--- src/rtl/cdb_arbiter.sv ---
`default_nettype none
// +--------------------------------------------------------------------------+
// | cdb_arbiter: per-source result FIFOs + round-robin CDB broadcast. Rev 1.0 |
// +--------------------------------------------------------------------------+
module cdb_arbiter #(
  parameter int NSRC  = 2,
  parameter int DEPTH = 2,
  parameter int QW    = 5,
  parameter int DW    = 32
) (
  input  logic                 clk,
  input  logic                 rst,
  input  logic                 en,
  input  logic                 br_flag,
  input  logic [NSRC-1:0]      src_valid_i,
  input  logic [NSRC*QW-1:0]   src_q_i,
  input  logic [NSRC*DW-1:0]   src_v_i,
  output logic [NSRC-1:0]      src_ready_o,
  output logic                 bus_en_o,
  output logic [QW-1:0]        bus_q_o,
  output logic [DW-1:0]        bus_v_o,
  output logic [NSRC-1:0]      gnt_o
);

  localparam int PW = $clog2(DEPTH);
  localparam int CW = $clog2(DEPTH + 1);
  localparam int RW = (NSRC > 1) ? $clog2(NSRC) : 1;

  logic [QW-1:0]   tag_mem_q [NSRC][DEPTH];
  logic [DW-1:0]   dat_mem_q [NSRC][DEPTH];
  logic [PW-1:0]   head_q [NSRC];
  logic [PW-1:0]   head_d [NSRC];
  logic [PW-1:0]   tail_q [NSRC];
  logic [PW-1:0]   tail_d [NSRC];
  logic [CW-1:0]   cnt_q  [NSRC];
  logic [CW-1:0]   cnt_d  [NSRC];
  logic [RW-1:0]   rr_q, rr_d;
  logic            bus_en_q, bus_en_d;
  logic [QW-1:0]   bus_q_q, bus_q_d;
  logic [DW-1:0]   bus_v_q, bus_v_d;
  logic [NSRC-1:0] gnt_q, gnt_d;

  logic [NSRC-1:0] push_w;
  logic [NSRC-1:0] pop_w;
  logic            found_w;
  logic [RW-1:0]   gidx_w;

  // Tag 0 means "no dependency": accepted at the port but never stored.
  always_comb begin
    src_ready_o = '0;
    push_w      = '0;
    for (int i = 0; i < NSRC; i++) begin
      src_ready_o[i] = en && !rst && !br_flag && (cnt_q[i] != CW'(DEPTH));
      push_w[i]      = src_valid_i[i] && src_ready_o[i] && (src_q_i[i*QW +: QW] != '0);
    end
  end

  always_comb begin
    found_w = 1'b0;
    gidx_w  = '0;
    for (int k = 1; k <= NSRC; k++) begin
      int          c;
      logic [RW-1:0] cidx;
      c = int'(rr_q) + k;
      if (c >= NSRC) c = c - NSRC;
      cidx = RW'(c);
      if (!found_w && (cnt_q[cidx] != '0)) begin
        found_w = 1'b1;
        gidx_w  = cidx;
      end
    end
  end

  always_comb begin
    pop_w = '0;
    for (int i = 0; i < NSRC; i++) begin
      pop_w[i] = en && found_w && (gidx_w == RW'(i));
    end
  end

  always_comb begin
    rr_d     = rr_q;
    bus_en_d = 1'b0;
    gnt_d    = '0;
    bus_q_d  = bus_q_q;
    bus_v_d  = bus_v_q;
    for (int i = 0; i < NSRC; i++) begin
      head_d[i] = head_q[i] + PW'(pop_w[i]);
      tail_d[i] = tail_q[i] + PW'(push_w[i]);
      cnt_d[i]  = cnt_q[i] + CW'(push_w[i]) - CW'(pop_w[i]);
    end
    if (en && found_w) begin
      bus_en_d       = 1'b1;
      bus_q_d        = tag_mem_q[gidx_w][head_q[gidx_w]];
      bus_v_d        = dat_mem_q[gidx_w][head_q[gidx_w]];
      gnt_d[gidx_w]  = 1'b1;
      rr_d           = gidx_w;
    end
  end

  always_ff @(posedge clk) begin
    for (int i = 0; i < NSRC; i++) begin
      if (push_w[i]) begin
        tag_mem_q[i][tail_q[i]] <= src_q_i[i*QW +: QW];
        dat_mem_q[i][tail_q[i]] <= src_v_i[i*DW +: DW];
      end
    end
  end

  // Flush shares the reset path; rr restarts so source 0 is searched first.
  always_ff @(posedge clk) begin
    if (rst || br_flag) begin
      for (int i = 0; i < NSRC; i++) begin
        head_q[i] <= '0;
        tail_q[i] <= '0;
        cnt_q[i]  <= '0;
      end
      rr_q     <= RW'(NSRC - 1);
      bus_en_q <= 1'b0;
      bus_q_q  <= '0;
      bus_v_q  <= '0;
      gnt_q    <= '0;
    end else begin
      for (int i = 0; i < NSRC; i++) begin
        head_q[i] <= head_d[i];
        tail_q[i] <= tail_d[i];
        cnt_q[i]  <= cnt_d[i];
      end
      rr_q     <= rr_d;
      bus_en_q <= bus_en_d;
      bus_q_q  <= bus_q_d;
      bus_v_q  <= bus_v_d;
      gnt_q    <= gnt_d;
    end
  end

  assign bus_en_o = bus_en_q;
  assign bus_q_o  = bus_q_q;
  assign bus_v_o  = bus_v_q;
  assign gnt_o    = gnt_q;

endmodule
`default_nettype wire
--- config.mk ---
export PLATFORM = sky130hd
export DESIGN_NAME = cdb_arbiter
export DESIGN_NICKNAME = d
export VERILOG_FILES = /design/src/rtl/cdb_arbiter.sv
export SDC_FILE = /design/constraint.sdc
export NUM_CORES = 1
export LEC_CHECK = 0
export CAP_MARGIN = 40
export CORE_AREA = 2 2 176 178
export CTS_CLUSTER_DIAMETER = 50
export CTS_CLUSTER_SIZE = 25
export DETAILED_ROUTE_END_ITERATION = 8
export DIE_AREA = 0 0 178 180
export PLACE_DENSITY = 0.56
export SETUP_SLACK_MARGIN = 0.4
export SYNTH_ARGS = -nofsm -noshare
export SYNTH_HDL_FRONTEND = slang
export SYNTH_SLANG_ARGS = --single-unit
export TNS_END_PERCENT = 1
--- constraint.sdc ---
create_clock -name clk -period 2.1 [get_ports clk]
set_input_delay 0.21 -clock clk [delete_from_list [all_inputs] [get_ports clk]]
set_output_delay 0.21 -clock clk [all_outputs]
set_load 0.01 [all_outputs]
* Word-level counts from Yosys, hierarchy flattened
Memories as Yosys holds them, arrays and structs flattened.
Index checks and enable logic that the tools add are counted.
** Operators by class
- Div/mod/pow operators :: 0
- Reduce and logical (&&, ||, !) cells :: 24
- Shift operators :: 0
- $lt $le $gt $ge :: 9
- Equality and inequality tests :: 2
- Bitwise logic cells :: 11
- Multipliers :: 0
- Muxes and demuxes :: 38
- $add $sub $neg :: 12
** Operator list (number)
- $mux 32 :: 5
- $mux 64 :: 2
- $demux 32 s1 :: 2
- $mux 5 :: 5
- $mux 10 :: 2
- $mux 1 :: 17
- $logic_and 1x1->1 :: 15
- $demux 5 s1 :: 2
- $reduce_bool 5->1 :: 2
- $ge 2x2->1 const B :: 4
- $not 1->2 :: 3
- $or 1x1->1 :: 6
- $add 1x1->1 :: 4
- $add 2x1->2 :: 2
- $lt 2x1->1 const B :: 2
- $mux 2 :: 2
- $ne 2x2->1 const B :: 2
- $reduce_bool 2->1 :: 2
- $sub 2x1->2 :: 2
- $add 1x2->3 const B :: 1
- $ge 3x2->1 const B :: 1
- $logic_not 1->1 :: 3
- $add 1x1->2 const B :: 1
- $lt 1x2->1 const B :: 1
- 6 further kinds :: 8
** Word-level totals
- Memory bits (writable) :: 156
- Memories :: 5
- ROM bits :: 0
- Register bits after elaboration :: 41
- Output and inout bits :: 42
- Word-level logic and storage cells :: 106
- Input port bits :: 80
- Latch bits :: 0
** Memories
- dat_mem_q :: depth 2, width 64, read ports 1, clocked after memory_dff 0, wr ports 2, line 30 : logic [DW-1:0] dat_mem_q [NSRC][DEPTH];
- tag_mem_q :: depth 2, width 10, read ports 1, clocked after memory_dff 0, wr ports 2, line 29 : logic [QW-1:0] tag_mem_q [NSRC][DEPTH];
- cnt_q :: depth 2, width 2, read ports 4, clocked after memory_dff 0, wr ports 2, line 35 : logic [CW-1:0] cnt_q [NSRC];
- head_q :: depth 2, width 1, read ports 3, clocked after memory_dff 0, wr ports 2, line 31 : logic [PW-1:0] head_q [NSRC];
- tail_q :: depth 2, width 1, read ports 2, clocked after memory_dff 0, wr ports 2, line 33 : logic [PW-1:0] tail_q [NSRC];

* Longest topological paths before layout
An unclocked memory read counts as a cell.
- Word-level depth :: 14
- Depth in mapped cells :: 11

* Worst setup path before layout
OpenSTA, ideal clock, no wires.
- Kind :: input port to flip-flop
- Start point :: input port rst
- End point :: memory dat_mem_q[0][0] (netlist name) (enable)
- Data required time :: 1702 ps
- Path buffers :: 0
- Setup slack :: -301 ps
- Cell stages on the path :: 5
- Arrival time :: 2003 ps
- Cells stage by stage :: nor2_1 > nand2_1 > a21oi_1 > o311a_1 > ha_1
** RTL lines
- start, declared :: line 12 : input logic rst,
- end, declared :: line 30

==> run metrics <==
result of the run=completed; most used flip-flop cell after synthesis=edfxtp_1; launch point of the critical path=cnt_q[1][1]$_SDFF_PP0_; Core Footprint=slightly above 30000 µm²; yosys warns=0; max-cap violations=0; synthesized netlist cell count=509; Worst slew margin=0.500; sort of element at the start of the critical path=flop; FP Rows=64; root buffer selected by CTS=clkbuf_16; highest signal layer in the routed design=met4; antenna violations before repair=2; Detailed Route WL=18800 µm; portion of synthesized cell area occupied by the leading cell type=0.596; routability congestion estimate from global placement=roughly 0.73; vias post-DR=4642; number of iterations in the first detailed-routing pass=4; CTS Hold Buffers Added=0; Reg-to-Reg Start=cnt_q[1][1]$_SDFF_PP0_; number of max-slew violations in the final report=0; wire length on met2=about 9300 µm; layout overhead on the synthesized area=36.3%; number of flops mapped to enable cells by yosys=148; Hold Path Cell Cnt=1; portion of the clock cycle consumed by the worst path in the final layout=0.915; height of the die=180 µm; via/cell ratio=between 4 and 5; RSZ-0062 raised after global routing=yes; starting density of the core=0.247; count of distinct cell types in the synthesized netlist=25; number of nets with antenna violations after routing=0; Fin. Hold Viols=0; library cell with the largest summed area after synthesis=edfxtp_1; WHS=0.354 ns; Pwr Density=just over 800 nW/µm²; max frequency=520 MHz; source-to-sink clock delay at the later pin of the worst-skew pair=0.44 ns; average footprint of a synthesized cell=~15 µm²; CP max FO=3; clock tree from TritonCTS=done; Lkg Pwr=between 0.003 and 0.004 µW; async set or reset register ratio after synthesis=0; final HPWL from detailed placement=about 13000 µm; Final Net Count=~740; sum of met3 wire segment lengths after detailed routing=1010 µm; reg-to-reg slack, setup=0.18 ns; Min Clock Period, post-route=1.92 ns; Ports=122; number of inserted filler cells in the final layout=2939; register area share after synthesis=0.727; post-synthesis net count=slightly below 600; met1 wire length=8180 µm; number of cells traversed by the worst register-to-register path=9; All-Layer GR Usage=0.121; worst slack at placement=-0.197 ns; cell types with the largest area share after synthesis=edfxtp_1 60%, dfxtp_1 13%, a211oi_1 7.4%; Die Footprint=~32000 µm²; worst ir drop on vdd=between 0.5 and 0.6 mV; worst hold start=src_v_i[28]; clock sink total=approximately 200; TritonCTS Buffers=17; leftover overflow at the end of global routing=0; vias in the first global route=between 4000 and 5000; post-synthesis sequential element count=197; Max H-tree Level=4; clock transition at the register clock pins on the worst setup and hold paths after CTS=0.07 ns; Final Skew=0.0113 ns; type of the most critical hold path=in2reg; maximum number of pins on one net before global-route repair=74; Worst Slack Setup Final=0.179 ns; maximum clock path buffer count=2; global-route wire length before repair=28200 µm; data required time at the worst endpoint=about 2.4 ns; number of remaining DRC errors=0; x dimension of the die=178 µm; number of buffers added on ports=121; CP Class=reg2reg; share of post-route cells with drive strength above 1=0.140; mapped cell area=7460 µm²; starting DRC count in detailed routing=317; # setup viols final=0; Worst Path Arrival=2.24 ns; transition time of the tightest slew-check pin=0.750 ns; Final TNS setup=0 ns; kind of capture point of the worst setup path=flop; Routed wire per std cell=17.7 µm
[layout make-up]
| class | count | area (µm²) | area share |
|---|---|---|---|
| Sequential cell | 197 | 5440 | 0.535 |
| Multi-Input combinational cell | 266 | 1900 | 0.187 |
| Timing Repair Buffer | 159 | 1650 | 0.162 |
| Tap cell | 396 | 495 | 0.0487 |
| Clock buffer | 17 | 425 | 0.0418 |
| Clock inverter | 15 | 223 | 0.0219 |
| Inverter | 8 | 30.0 | 0.00295 |
| Antenna cell | 2 | 5.00 | 0.000492 |
[path summary, 6_finish.rpt]
| kind | endpoint |
|---|---|
| setup / recovery | cnt_q[0][1]$_SDFF_PP0_ |
| hold / removal | dat_mem_q[0][28]$_DFFE_PP_ |
| setup reg to reg | cnt_q[0][1]$_SDFF_PP0_ |
| hold reg to reg | bus_v_o[14]$_SDFFE_PP0N_ |
[per-stage QoR]
stage | std cells | power (µW) | utilization | cell area, µm²
floorplan | 509 | 4450 | - | 7520
global placement | 1021 | 4720 | 0.312 | 9420
detailed placement | 1021 | 4730 | 0.312 | 9420
CTS | 1054 | 8250 | 0.334 | 10100
global route | 1060 | 8440 | 0.337 | 10200
finish | 1060 | 8180 | 0.337 | 10200
[power by group]
part	switching, µW	internal [µW]	leakage [µW]
Sequential	19.5	4210	0.00173
Clock	1510	2030	0.000311
Combinational	182	223	0.00127
Total	1710	6470	0.00331
[cells in the mapped netlist (all sizes together), types with 3 or more instances]
cell / instances
edfxtp: 148
a211oi: 74
nor2b: 74
dfxtp: 49
nand3: 38
o31ai: 38
clkbuf: 20
buf: 18
nor2: 9
ha: 8
inv: 8
a21oi: 4
and2: 3
nand2: 3
or3: 3
xor2: 3
[sequential cells by signal, indices dropped and copies added, names as in the netlist]
| name | cells |
|---|---|
| tail_q | 2 |
| gnt_o | 2 |
| tag_mem_q | 20 |
| dat_mem_q | 128 |
| head_q | 2 |
| bus_en_o | 1 |
| bus_q_o | 5 |
| rr_q | 1 |
| cnt_q | 4 |
| bus_v_o | 32 |
[cells in the final DEF, fill, tap and decap left out, drive strengths merged]
cell type and instances:
inv 12, clkdlybuf4s50 119, xnor2 2, or3 3, diode 2, nor2 9, o311a 2, ha 8
dlygate4sd2 2, nand3 38, a21oi 4, o21ai 2, nand2 3, buf 38, nand2b 1, dfxtp 49
a211oi 74, clkinvlp 2, nor2b 74, clkinv 5, o31ai 38, and2 3, edfxtp 148, clkbuf 17
or2 2, bufinv 4, xor2 3
[repair_timing]
item | CTS | global route
hold endpoints to repair | 0 | 0
pin swaps | 1 | 6
setup buffers | 1 | 4
gates resized for setup | 7 | 13
endpoints found under the setup margin | 193 | 194
[per-layer routing]
layer,vias to the layer above,global-route usage
met3,17,0.0324
met4,0,0.0400
met1,2270,0.155
li1,2233,-
met2,122,0.198
met5,-,0
[logic make-up (layout without fill, tap and decap cells)]
group / after synthesis / after routing / share of synthesized area
AOI/OAI and AO/OA: 120 / 120 / 0.121
adders and majority gates: 8 / 8 / 0.0134
and+or+nand+nor: 133 / 133 / 0.101
buffers and inverters: 46 / 199 / 0.0310
DFF: 197 / 197 / 0.727
xor gates and xnor gates: 5 / 5 / 0.00587
other: 0 / 2 / 0
[critical path: stages, from the launching register on]
cell,delay [ns]
dfxtp_4,0.35
or2_4,0.25
o31ai_4,0.27
nor2_2,0.06
ha_1,0.29
inv_2,0.04
ha_4,0.15
xor2_2,0.17
xnor2_1,0.17
nor2_1,0.05
(Power assumes the default switching activity.)
